[src/rtl/intctrl.sv]
// Interrupt controller: edge/level request capture, software mask, CPU gate and a registered
// priority-encoded vector, with a small Wishbone slave for register access.
module intctrl #(
   parameter int unsigned NSRC      = 7,
   parameter logic [6:0]  LEVEL_MSK = 7'h40,
   parameter logic [6:0]  MASK_RST  = 7'h7F
) (
   input  logic            clk_i,
   input  logic            rst_i,
   input  logic            cyc_i,
   input  logic            stb_i,
   input  logic            we_i,
   input  logic [1:0]      adr_i,
   input  logic [3:0]      sel_i,
   input  logic [31:0]     dat_i,
   output logic [31:0]     dat_o,
   output logic            ack_o,
   input  logic [NSRC-1:0] src_i,
   input  logic            int_en_i,
   output logic [2:0]      inter_o,
   output logic            irq_o
);

   // The vector is three bits wide, so at most seven sources can be encoded.
   if (NSRC < 1 || NSRC > 7) begin : g_nsrc_check
      $error("intctrl: NSRC must be in the range 1..7");
   end

   localparam logic [NSRC-1:0] LVL  = LEVEL_MSK[NSRC-1:0];
   localparam logic [NSRC-1:0] MRST = MASK_RST[NSRC-1:0];

   typedef enum logic {StIdle, StAck} bus_state_e;

   bus_state_e      state_q;
   logic [NSRC-1:0] src_q, src_d;
   logic [NSRC-1:0] pend_q, pend_d;
   logic [NSRC-1:0] mask_q, mask_d;
   logic [2:0]      inter_q, inter_d;
   logic            irq_q, irq_d;
   logic [NSRC-1:0] req, edge_set, w1c;
   logic            bus_req, wr_commit;
   logic [31:0]     rd_data;
   logic            unused_bits;

   assign unused_bits = ^{sel_i[3:1], dat_i};

   always_comb begin
      bus_req   = cyc_i & stb_i & (state_q == StIdle);
      wr_commit = bus_req & we_i & sel_i[0];
      w1c       = (wr_commit && adr_i == 2'd0) ? dat_i[NSRC-1:0] : '0;
      edge_set  = src_i & ~src_q;
      src_d     = src_i;
      // A new edge beats a same-cycle clear; level sources simply follow the input.
      pend_d    = ((edge_set | (pend_q & ~w1c)) & ~LVL) | (src_i & LVL);
      mask_d    = (wr_commit && adr_i == 2'd1) ? dat_i[NSRC-1:0] : mask_q;

      req     = pend_q & mask_q;
      inter_d = 3'd0;
      if (int_en_i) begin
         for (int i = 0; i < int'(NSRC); i++) begin
            if (req[i]) inter_d = 3'(i + 1);
         end
      end
      irq_d = (inter_d != 3'd0);

      case (adr_i)
         2'd0:    rd_data = 32'(pend_q);
         2'd1:    rd_data = 32'(mask_q);
         2'd2:    rd_data = {28'b0, irq_q, inter_q};
         default: rd_data = 32'(src_q);
      endcase
   end

   always_ff @(posedge clk_i or posedge rst_i) begin
      if (rst_i) begin
         src_q   <= '0;
         pend_q  <= '0;
         mask_q  <= MRST;
         inter_q <= 3'd0;
         irq_q   <= 1'b0;
      end else begin
         src_q   <= src_d;
         pend_q  <= pend_d;
         mask_q  <= mask_d;
         inter_q <= inter_d;
         irq_q   <= irq_d;
      end
   end

   assign inter_o = inter_q;
   assign irq_o   = irq_q;

   // Bus FSM: commits or captures read data on the IDLE->ACK edge, then acks for one cycle.
   always_ff @(posedge clk_i or posedge rst_i) begin
      if (rst_i) begin
         state_q <= StIdle;
         ack_o   <= 1'b0;
         dat_o   <= '0;
      end else begin
         unique case (state_q)
            StIdle: begin
               if (bus_req) begin
                  state_q <= StAck;
                  ack_o   <= 1'b1;
                  dat_o   <= we_i ? '0 : rd_data;
               end else begin
                  ack_o <= 1'b0;
                  dat_o <= '0;
               end
            end
            StAck: begin
               state_q <= StIdle;
               ack_o   <= 1'b0;
               dat_o   <= '0;
            end
         endcase
      end
   end

endmodule
[config.mk]
export PLATFORM = sky130hd
export DESIGN_NAME = intctrl
export DESIGN_NICKNAME = d
export VERILOG_FILES = /design/src/rtl/intctrl.sv
export SDC_FILE = /design/constraint.sdc
export NUM_CORES = 1
export LEC_CHECK = 0
export BUFFER_PORTS_ARGS = -buffer_cell sky130_fd_sc_hd__buf_4
export CORE_UTILIZATION = 47
export CTS_CLUSTER_DIAMETER = 120
export DETAILED_ROUTE_END_ITERATION = 7
export HOLD_SLACK_MARGIN = 0.06
export PLACE_DENSITY = 0.82
export SLEW_MARGIN = 0
export SYNTH_ARGS = -nofsm -noshare
export SYNTH_HDL_FRONTEND = slang
export SYNTH_SLANG_ARGS = --single-unit
[constraint.sdc]
create_clock -name clk_i -period 3.4 [get_ports clk_i]
set_clock_uncertainty 0.05 [all_clocks]
set_input_delay 0.34 -clock clk_i [delete_from_list [all_inputs] [get_ports clk_i]]
set_output_delay 0.34 -clock clk_i [all_outputs]
set_load 0.02 [all_outputs]
==> results of run 1 <==
-- logic make-up (layout without fill, tap and decap cells) --
logic type	Yosys count	in the layout
buffers and inverters	36	56
DFF	32	32
and+or+nand+nor	30	30
AOI/OAI and AO/OA	16	16
muxes	14	14
other	1	25
-- layer usage --
layer | global-route usage (%) | up-vias | routed length, um
met1 | 21.88 | 525 | 1304
met3 | 5.757 | 7 | 179
met5 | 0 | - | 0
li1 | - | 484 | -
met2 | 28.10 | 50 | 1381
met4 | 10.06 | 0 | 69
-- report_power, final --
part / internal [mW] / switching, mW
clock network: 0.195 / 0.129
registers: 0.424 / 0.0243
logic: 0.0934 / 0.0981
total: 0.713 / 0.252
-- path summary, 6_finish.rpt --
| path | from | end | slack [ps] | cells past startpoint |
|---|---|---|---|---|
| worst min register to register | pend_q[0] | pend_q[0] | 520 | 1 |
| min in group asynchronous | rst_i | dat_o[5] | 260 | 2 |
| worst max-delay path | state_q | pend_q[2] | 1780 | 3 |
| max in group asynchronous | rst_i | dat_o[2] | 2330 | 2 |
| worst min-delay path | src_i[3] | src_q[3] | 80 | 1 |
| worst max register to register | state_q | pend_q[2] | 1780 | 3 |
-- area by class of cell --
type	count	share of cell area [%]
flip-flops and latches	32	41.63
multi-input cells	85	32.88
repair buffers	40	16.22
clock buffers	7	3.346
well taps	44	2.831
clock inverters	1	1.544
inverters	8	1.544
-- critical path: cells and delay by family, from the launching register on --
family / cells / cell delay (ps)
simple gates: 2 / 620
flops: 1 / 390
compound gates: 1 / 450
-- sequential cells by signal (all words and copies together) (netlist names) --
name,cells
state_q,1
inter_o,3
src_q,6
dat_o,7
irq_o,1
mask_q,7
pend_q,7
-- placed cells by master, fill, tap and decap left out, drive strengths merged, types with 3 or more instances in the layout --
cell type	netlist	final
mux2	7	7
a221o	6	6
dfrtp	25	25
dlygate4sd3	0	6
buf	28	34
o21a	3	3
mux4	4	4
mux2i	3	3
nand2	4	4
inv	8	8
clkbuf	0	7
nand3	7	7
conb	1	25
nor2	3	3
nor2b	11	11
dfstp	7	7
-- stage by stage --
step           instances  hold slack (ps)  cell area, um^2  setup WS [ps]
6_report             217            82.59             1944           1784
5_1_grt              217            61.36             1944           1711
4_1_cts              214            61.17             1914           1794
3_5_place_dp         203            401.7             1789           1739
3_3_place_gp         203            401.7             1789           1779
2_1_floorplan        153            321.4             1694           1921
-- timing repair --
| action | 4_1_cts | 5_1_grt |
|---|---|---|
| setup buffers | 0 | 0 |
| endpoints found under the hold margin | 3 | 3 |
| hold buffers | 3 | 3 |
| resized for setup | 0 | 0 |
==> insert_results.sql, run 1 <==
INSERT INTO impl_metrics (metric_group, metric, value, unit) VALUES
('synth', 'ys_ff_latch', '32', ''),
('synth', 'synth_top_family_by_area', 'buffers and inverters', ''),
('drt', 'total_routed_wirelength', '2.934', 'mm'),
('worst_setup_path', 'worstPathRequired', '3560', 'ps'),
('cells_and_area', 'fillCellCount', '265', ''),
('floorplanning', 'die_width', '60.42', 'um'),
('drt', 'routed_wire_length_per_instance', '13.52', 'um'),
('clock_tree', 'cts.sinks', '32', ''),
('synth', 'post_syn_area_per_cell', '12.43', 'um^2'),
('drt', 'detailedRoute.firstIterationViolations', '32', ''),
('cells_and_area', 'final_nets', '223', ''),
('sta', 'timing.final.setup_violations', '0', ''),
('sta', 'period_share', '47.54', '%'),
('global_route', 'grt.total_usage', '17.89', '%'),
('clock_tree', 'cts_tree', 'done', ''),
('drt', 'remaining_drc_errors', '0', ''),
('status', 'outcome', 'complete, no violations', ''),
('global_route', 'initial_antenna_violation_count', '0', ''),
('synth', 'post_synth_and_or_nand_nor_area_fraction', '10.76', '%'),
('worst_setup_path', 'critical_path.slowest_cell', 'sky130_fd_sc_hd__a221o_2', ''),
('floorplanning', 'initial_core_util', '50.87', '%'),
('floorplanning', 'core_area', '0.003153', 'mm^2'),
('synth', 'synth_top_cells_by_count', 'sky130_fd_sc_hd__buf_4 (25), sky130_fd_sc_hd__dfrtp_1 (25), sky130_fd_sc_hd__nor2b_1 (11)', ''),
('clock_tree', 'bufs_on_longest_clock_path', '2', ''),
('floorplanning', 'die_area', '0.003651', 'mm^2'),
('sta', 'final-hold-violation-count', '0', ''),
('worst_setup_path', 'worst_path_largest_cell_delay', '450', 'ps'),
('worst_setup_path', 'worstPathMaxFanout', '6', ''),
('drt', 'postRouteAntennaNets', '0', ''),
('sta', 'timing.max_slew.rel_slack', '21.78', '%'),
('synth', 'synthFlopType', 'sky130_fd_sc_hd__dfrtp_1', ''),
('global_route', 'grt_max_degree', '33', ''),
('synth', 'synthCells', '129', ''),
('sta', 'worstMarginPinSlew', '1172', 'ps'),
('cells_and_area', 'utilization', '61.67', '%'),
('global_route', 'grt_pass1_vias', '982', ''),
('synth', 'post_synth_mux_area_share', '14.27', '%'),
('clock_tree', 'num_cts_buffers', '5', ''),
('synth', 'synth_adder_area_share', '0', '%'),
('synth', 'syn-cell-area', '0.001604', 'mm^2'),
('power_and_ir_drop', 'irDropWorstVdd', '0.2653', 'mV'),
('synth', 'top_cells_by_area_in_the_synthesized_netlist', 'sky130_fd_sc_hd__dfrtp_1 (39%), sky130_fd_sc_hd__buf_4 (12%), sky130_fd_sc_hd__dfstp_2 (11%)', ''),
('cells_and_area', 'sequential_standard_cell_area', '809.5', 'um^2'),
('worst_setup_path', 'endpoint_kind', 'register', ''),
('synth', 'synth-xor-area-share', '0', '%'),
('flow_run', 'maxCapViolCount', '0', ''),
('global_route', 'wire_length_of_the_first_global_routing_pass', '4.505', 'mm'),
('sta', 'slew_viol_final', '0', ''),
('power_and_ir_drop', 'power_density', '496.2', 'mW/mm^2'),
('placement', 'gp_congestion', '0.8259', ''),
('sta', 'max_freq', '0.6187', 'GHz'),
('global_route', 'grt-ovfl-total', '0', ''),
('clock_tree', 'clock_insertion_delay_worst_skew', '340', 'ps'),
('worst_setup_path', 'crit_chain', 'and3b_2 > nand4b_1 > a221o_2', ''),
('worst_setup_path', 'worstSetupPathType', 'reg -> reg', ''),
('synth', 'synth-edff-count', '0', ''),
('cells_and_area', 'total_area_of_multi_input_combinational_cells', '639.4', 'um^2'),
('clock_tree', 'clock_tree.htree_level_count', '2', ''),
('floorplanning', 'row_count', '20', ''),
('synth', 'synth.yosys.seq_area_share', '50.47', '%'),
('cells_and_area', 'layout-area-overhead-vs-synth', '21.22', '%'),
('synth', 'fraction_of_the_mapped_netlist_area_in_compound_gates', '8.970', '%'),
('synth', 'netlist.area_leader.share', '39.00', '%'),
('drt', 'first_pass_iters', '4', ''),
('sta', 'min_period', '1616', 'ps'),
('drt', 'via_count', '1066', ''),
('floorplanning', 'floorplan.io_pins', '88', ''),
('placement', 'dp.final_hpwl', '2.085', 'mm'),
('floorplanning', 'floorplan.die.height', '60.42', 'um'),
('sta', 'setup_tns', '0', 'ps'),
('clock_tree', 'worst_setup_hold_path_clk_slew', '90', 'ps');
Power figures use the tool's default switching activity.
==> run 2: changes to the inputs <==
--- a/config.mk
+++ b/config.mk
@@ -5,12 +5,13 @@
 export SDC_FILE = /design/constraint.sdc
 export NUM_CORES = 1
 export LEC_CHECK = 0
+export ABC_AREA = 1
 export BUFFER_PORTS_ARGS = -buffer_cell sky130_fd_sc_hd__buf_4
-export CORE_UTILIZATION = 47
+export CORE_UTILIZATION = 44
 export CTS_CLUSTER_DIAMETER = 120
 export DETAILED_ROUTE_END_ITERATION = 7
 export HOLD_SLACK_MARGIN = 0.06
-export PLACE_DENSITY = 0.82
+export PLACE_DENSITY = 0.77
 export SLEW_MARGIN = 0
 export SYNTH_ARGS = -nofsm -noshare
 export SYNTH_HDL_FRONTEND = slang
==> constraint.sdc (replaced) <==
create_clock -name clk_i -period 1.65 [get_ports clk_i]
set_clock_uncertainty 0.05 [all_clocks]
set_input_delay 0.165 -clock clk_i [delete_from_list [all_inputs] [get_ports clk_i]]
set_output_delay 0.165 -clock clk_i [all_outputs]
set_load 0.02 [all_outputs]
==> insert_results.sql, run 2 <==
INSERT INTO impl_metrics (metric_group, metric, value, unit) VALUES
('sta', 'setup_tns', '0', 'ps'),
('placement', 'io_buffer_count', '34', ''),
('synth', 'synthCells', '173', ''),
('worst_setup_path', 'crit_start', 'state_q', ''),
('clock_tree', 'clock_tree.htree_level_count', '2', ''),
('cells_and_area', 'final_nets', '273', ''),
('drt', 'remaining_drc_errors', '0', ''),
('floorplanning', 'floorplan.die.height', '62.94', 'um'),
('sta', 'timing.final.setup_violations', '0', ''),
('clock_tree', 'worst_setup_hold_path_clk_slew', '60', 'ps'),
('synth', 'ys.warnings.count', '0', ''),
('global_route', 'grt_max_degree', '33', ''),
('clock_tree', 'ctsResizeCount', '0', ''),
('power_and_ir_drop', 'power_leakage', '1.053', 'nW'),
('synth', 'netlist.area_leader.share', '38.28', '%'),
('drt', 'detailedRoute.firstIterationViolations', '65', ''),
('cells_and_area', 'fillCellCount', '313', ''),
('worst_setup_path', 'worstPathMaxFanout', '13', ''),
('worst_setup_path', 'worst_setup_path_endpoint', 'mask_q[6]', ''),
('floorplanning', 'floorplan.io_pins', '88', ''),
('placement', 'placement.setup.worst_slack', '307.1', 'ps'),
('drt', 'routed_wire_length_per_instance', '11.18', 'um'),
('synth', 'ys_ff_latch', '32', ''),
('drt', 'wl_met3', '198', 'um'),
('synth', 'post_syn_area_per_cell', '9.445', 'um^2'),
('min_path', 'hold_path.class', 'in -> reg', ''),
('sta', 'unrepaired_setup_endpoints_after_global_routing', 'false', ''),
('clock_tree', 'clock_insertion_delay_worst_skew', '290', 'ps'),
('worst_setup_path', 'r2r-start', 'state_q', ''),
('drt', 'via_count', '1200', ''),
('status', 'outcome', 'complete, no violations', ''),
('sta', 'period_share', '80.51', '%'),
('worst_setup_path', 'worstSetupPathType', 'reg -> reg', ''),
('global_route', 'grt-ovfl-total', '0', ''),
('synth', 'synth_cell_type_count', '19', ''),
('clock_tree', 'cts_tree', 'done', ''),
('sta', 'final-hold-violation-count', '0', ''),
('global_route', 'grt_pass1_vias', '1113', ''),
('worst_setup_path', 'crit_arrival', '1490', 'ps'),
('clock_tree', 'cts.sinks', '32', ''),
('cells_and_area', 'antennaDiodeCount', '0', ''),
('synth', 'synth_top_cells_by_count', 'sky130_fd_sc_hd__nand2_1 (43), sky130_fd_sc_hd__buf_4 (26), sky130_fd_sc_hd__dfrtp_1 (25)', ''),
('worst_setup_path', 'endpoint_kind', 'register', ''),
('floorplanning', 'die_area', '0.003961', 'mm^2'),
('placement', 'dp.final_hpwl', '2.035', 'mm'),
('cells_and_area', 'most_frequent_standard_cell_in_the_layout_excluding_fill_and_tap_cells', 'sky130_fd_sc_hd__nand2_1', ''),
('synth', 'synth.yosys.seq_area_share', '49.54', '%'),
('drt', 'dr_wl_met2', '1.385', 'mm'),
('drt', 'route.layer.met1.wl', '1.347', 'mm'),
('power_and_ir_drop', 'power_density', '965.9', 'mW/mm^2'),
('drt', 'postRouteAntennaNets', '0', ''),
('sta', 'hold_ws', '68.10', 'ps'),
('clock_tree', 'bufs_on_longest_clock_path', '2', ''),
('sta', 'min_period', '1328', 'ps'),
('worst_setup_path', 'worstPathRequired', '1820', 'ps'),
('global_route', 'grt.total_usage', '17.40', '%'),
('worst_setup_path', 'timing.rr.end', 'mask_q[6]', ''),
('drt', 'top_layer', 'met4', ''),
('worst_setup_path', 'rrSetupSlack', '320', 'ps'),
('cells_and_area', 'layout-area-overhead-vs-synth', '24.04', '%'),
('floorplanning', 'initial_core_util', '47.47', '%'),
('clock_tree', 'num_cts_buffers', '5', ''),
('floorplanning', 'row_count', '21', ''),
('drt', 'route.detailed.vias_per_inst', '4.461', ''),
('cells_and_area', 'layout_common_cells', 'sky130_fd_sc_hd__nand2_1 (43), sky130_fd_sc_hd__buf_4 (35), sky130_fd_sc_hd__conb_1 (25), sky130_fd_sc_hd__dfrtp_1 (25), sky130_fd_sc_hd__inv_1 (21)', ''),
('cells_and_area', 'reg_top3', 'dat_o: 7 flops, mask_q: 7 flops, pend_q: 7 flops', ''),
('synth', 'synthFlopType', 'sky130_fd_sc_hd__dfrtp_1', ''),
('floorplanning', 'core_area', '0.003442', 'mm^2'),
('synth', 'top_cells_by_area_in_the_synthesized_netlist', 'sky130_fd_sc_hd__dfrtp_1 (38%), sky130_fd_sc_hd__buf_4 (12%), sky130_fd_sc_hd__dfstp_2 (11%)', ''),
('floorplanning', 'die_width', '62.94', 'um'),
('synth', 'top_cell_type_by_total_area_after_synthesis', 'sky130_fd_sc_hd__dfrtp_1', ''),
('placement', 'gp_congestion', '0.8296', ''),
('drt', 'first_pass_iters', '4', ''),
('sta', 'slew_viol_final', '0', ''),
('power_and_ir_drop', 'irDropWorstVdd', '0.3729', 'mV'),
('synth', 'asyncSetResetFlopFracSynth', '100.0', '%'),
('drt', 'total_routed_wirelength', '3.007', 'mm'),
('global_route', 'wire_length_of_the_first_global_routing_pass', '5.023', 'mm'),
('sta', 'setup_ws', '321.6', 'ps'),
('flow_run', 'maxCapViolCount', '0', ''),
('clock_tree', 'root_buffer', 'sky130_fd_sc_hd__clkbuf_8', ''),
('sta', 'max_freq', '0.7528', 'GHz'),
('global_route', 'initial_antenna_violation_count', '0', ''),
('synth', 'syn-cell-area', '0.001634', 'mm^2'),
('worst_setup_path', 'r2r.worst_path.cells', '3', ''),
('synth', 'synth-edff-count', '0', ''),
('cells_and_area', 'drive_above_1_share', '27.80', '%'),
('worst_setup_path', 'critical_path.startpoint_type', 'register', ''),
('synth', 'post-synth-top-count-cell', 'sky130_fd_sc_hd__nand2_1', '');
run 2: cell count changes after synthesis, moves of 3 or more:
cell                      delta
sky130_fd_sc_hd__nand3_1     -3
sky130_fd_sc_hd__nand2_1    +39
sky130_fd_sc_hd__nor2b_1    -11
sky130_fd_sc_hd__o21ai_0    +20
sky130_fd_sc_hd__inv_1      +13
sky130_fd_sc_hd__mux4_2      -3
sky130_fd_sc_hd__a221o_2     -6
sky130_fd_sc_hd__nor2_8      +3
sky130_fd_sc_hd__o21a_1      -3
sky130_fd_sc_hd__o21ai_2     +6
sky130_fd_sc_hd__mux2_4      -6
sky130_fd_sc_hd__a31oi_1     +3
sky130_fd_sc_hd__mux2i_1     -3
run 2: critical path, cell delays in order, from the launching register on:
cell and delay, ps:
sky130_fd_sc_hd__dfrtp_1 470, sky130_fd_sc_hd__nor2_8 180, sky130_fd_sc_hd__nand3_4 210, sky130_fd_sc_hd__mux2_4 350
run 2: power breakdown:
part / switching [mW] / leakage (nW) / internal, mW
clock network: 0.275 / 0.0455 / 0.340
logic: 0.249 / 0.639 / 0.163
registers: 0.0527 / 0.368 / 0.879
run 2: cells by family (layout without fill, tap and decap cells):
family | Yosys count | after routing | share of synthesized area, %
mux | 1 | 1 | 0.9186
simple gates | 55 | 55 | 18.38
flops | 32 | 32 | 49.54
other cells | 1 | 25 | 0.2295
buf+inv | 50 | 76 | 18.68
compound gates | 34 | 34 | 12.25
run 2: worst min-delay path by stage:
stage | startpoint | endpoint | slack (ps) | cells after the start
final | dat_i[5] | mask_q[5] | 70 | 3
after global routing | dat_i[5] | mask_q[5] | 70 | 3
after CTS | dat_i[5] | mask_q[5] | 60 | 3
after detailed placement | src_i[6] | pend_q[6] | 230 | 1
after global placement | rst_i | src_q[0] | 220 | 3
after floorplan | src_i[6] | pend_q[6] | 150 | 0
run 2: what timing repair did:
action / CTS / global route
hold buffers: 11 / 0
endpoints found under the hold margin: 36 / 0
buffers inserted: 0 / 0
run 2: per-layer routing:
layer  track usage (%)  vias to the layer above
li1                  -                      596
met1             21.52                      548
met2             25.40                       46
met3             6.569                       10
met4             10.76                        0
met5                 0                        -
run 2: through the flow:
step	total power [mW]	util, %	std cells	cell area, um^2
global route	2.073	58.89	269	2027
finish	1.958	58.89	269	2027
global placement	1.326	53.07	250	1827
CTS	1.980	58.89	269	2027
floorplan	1.245	-	197	1724
detailed placement	1.333	53.07	250	1827
run 2: area by class of cell:
| type | instances | area (um^2) | share of cell area, % |
|---|---|---|---|
| Clock buffer | 8 | 90.09 | 4.444 |
| Tap cell | 46 | 57.56 | 2.840 |
| Sequential cell | 32 | 809.5 | 39.94 |
| Multi-Input combinational cell | 115 | 609.3 | 30.06 |
| Timing Repair Buffer | 46 | 372.9 | 18.40 |
| Inverter | 22 | 87.58 | 4.321 |
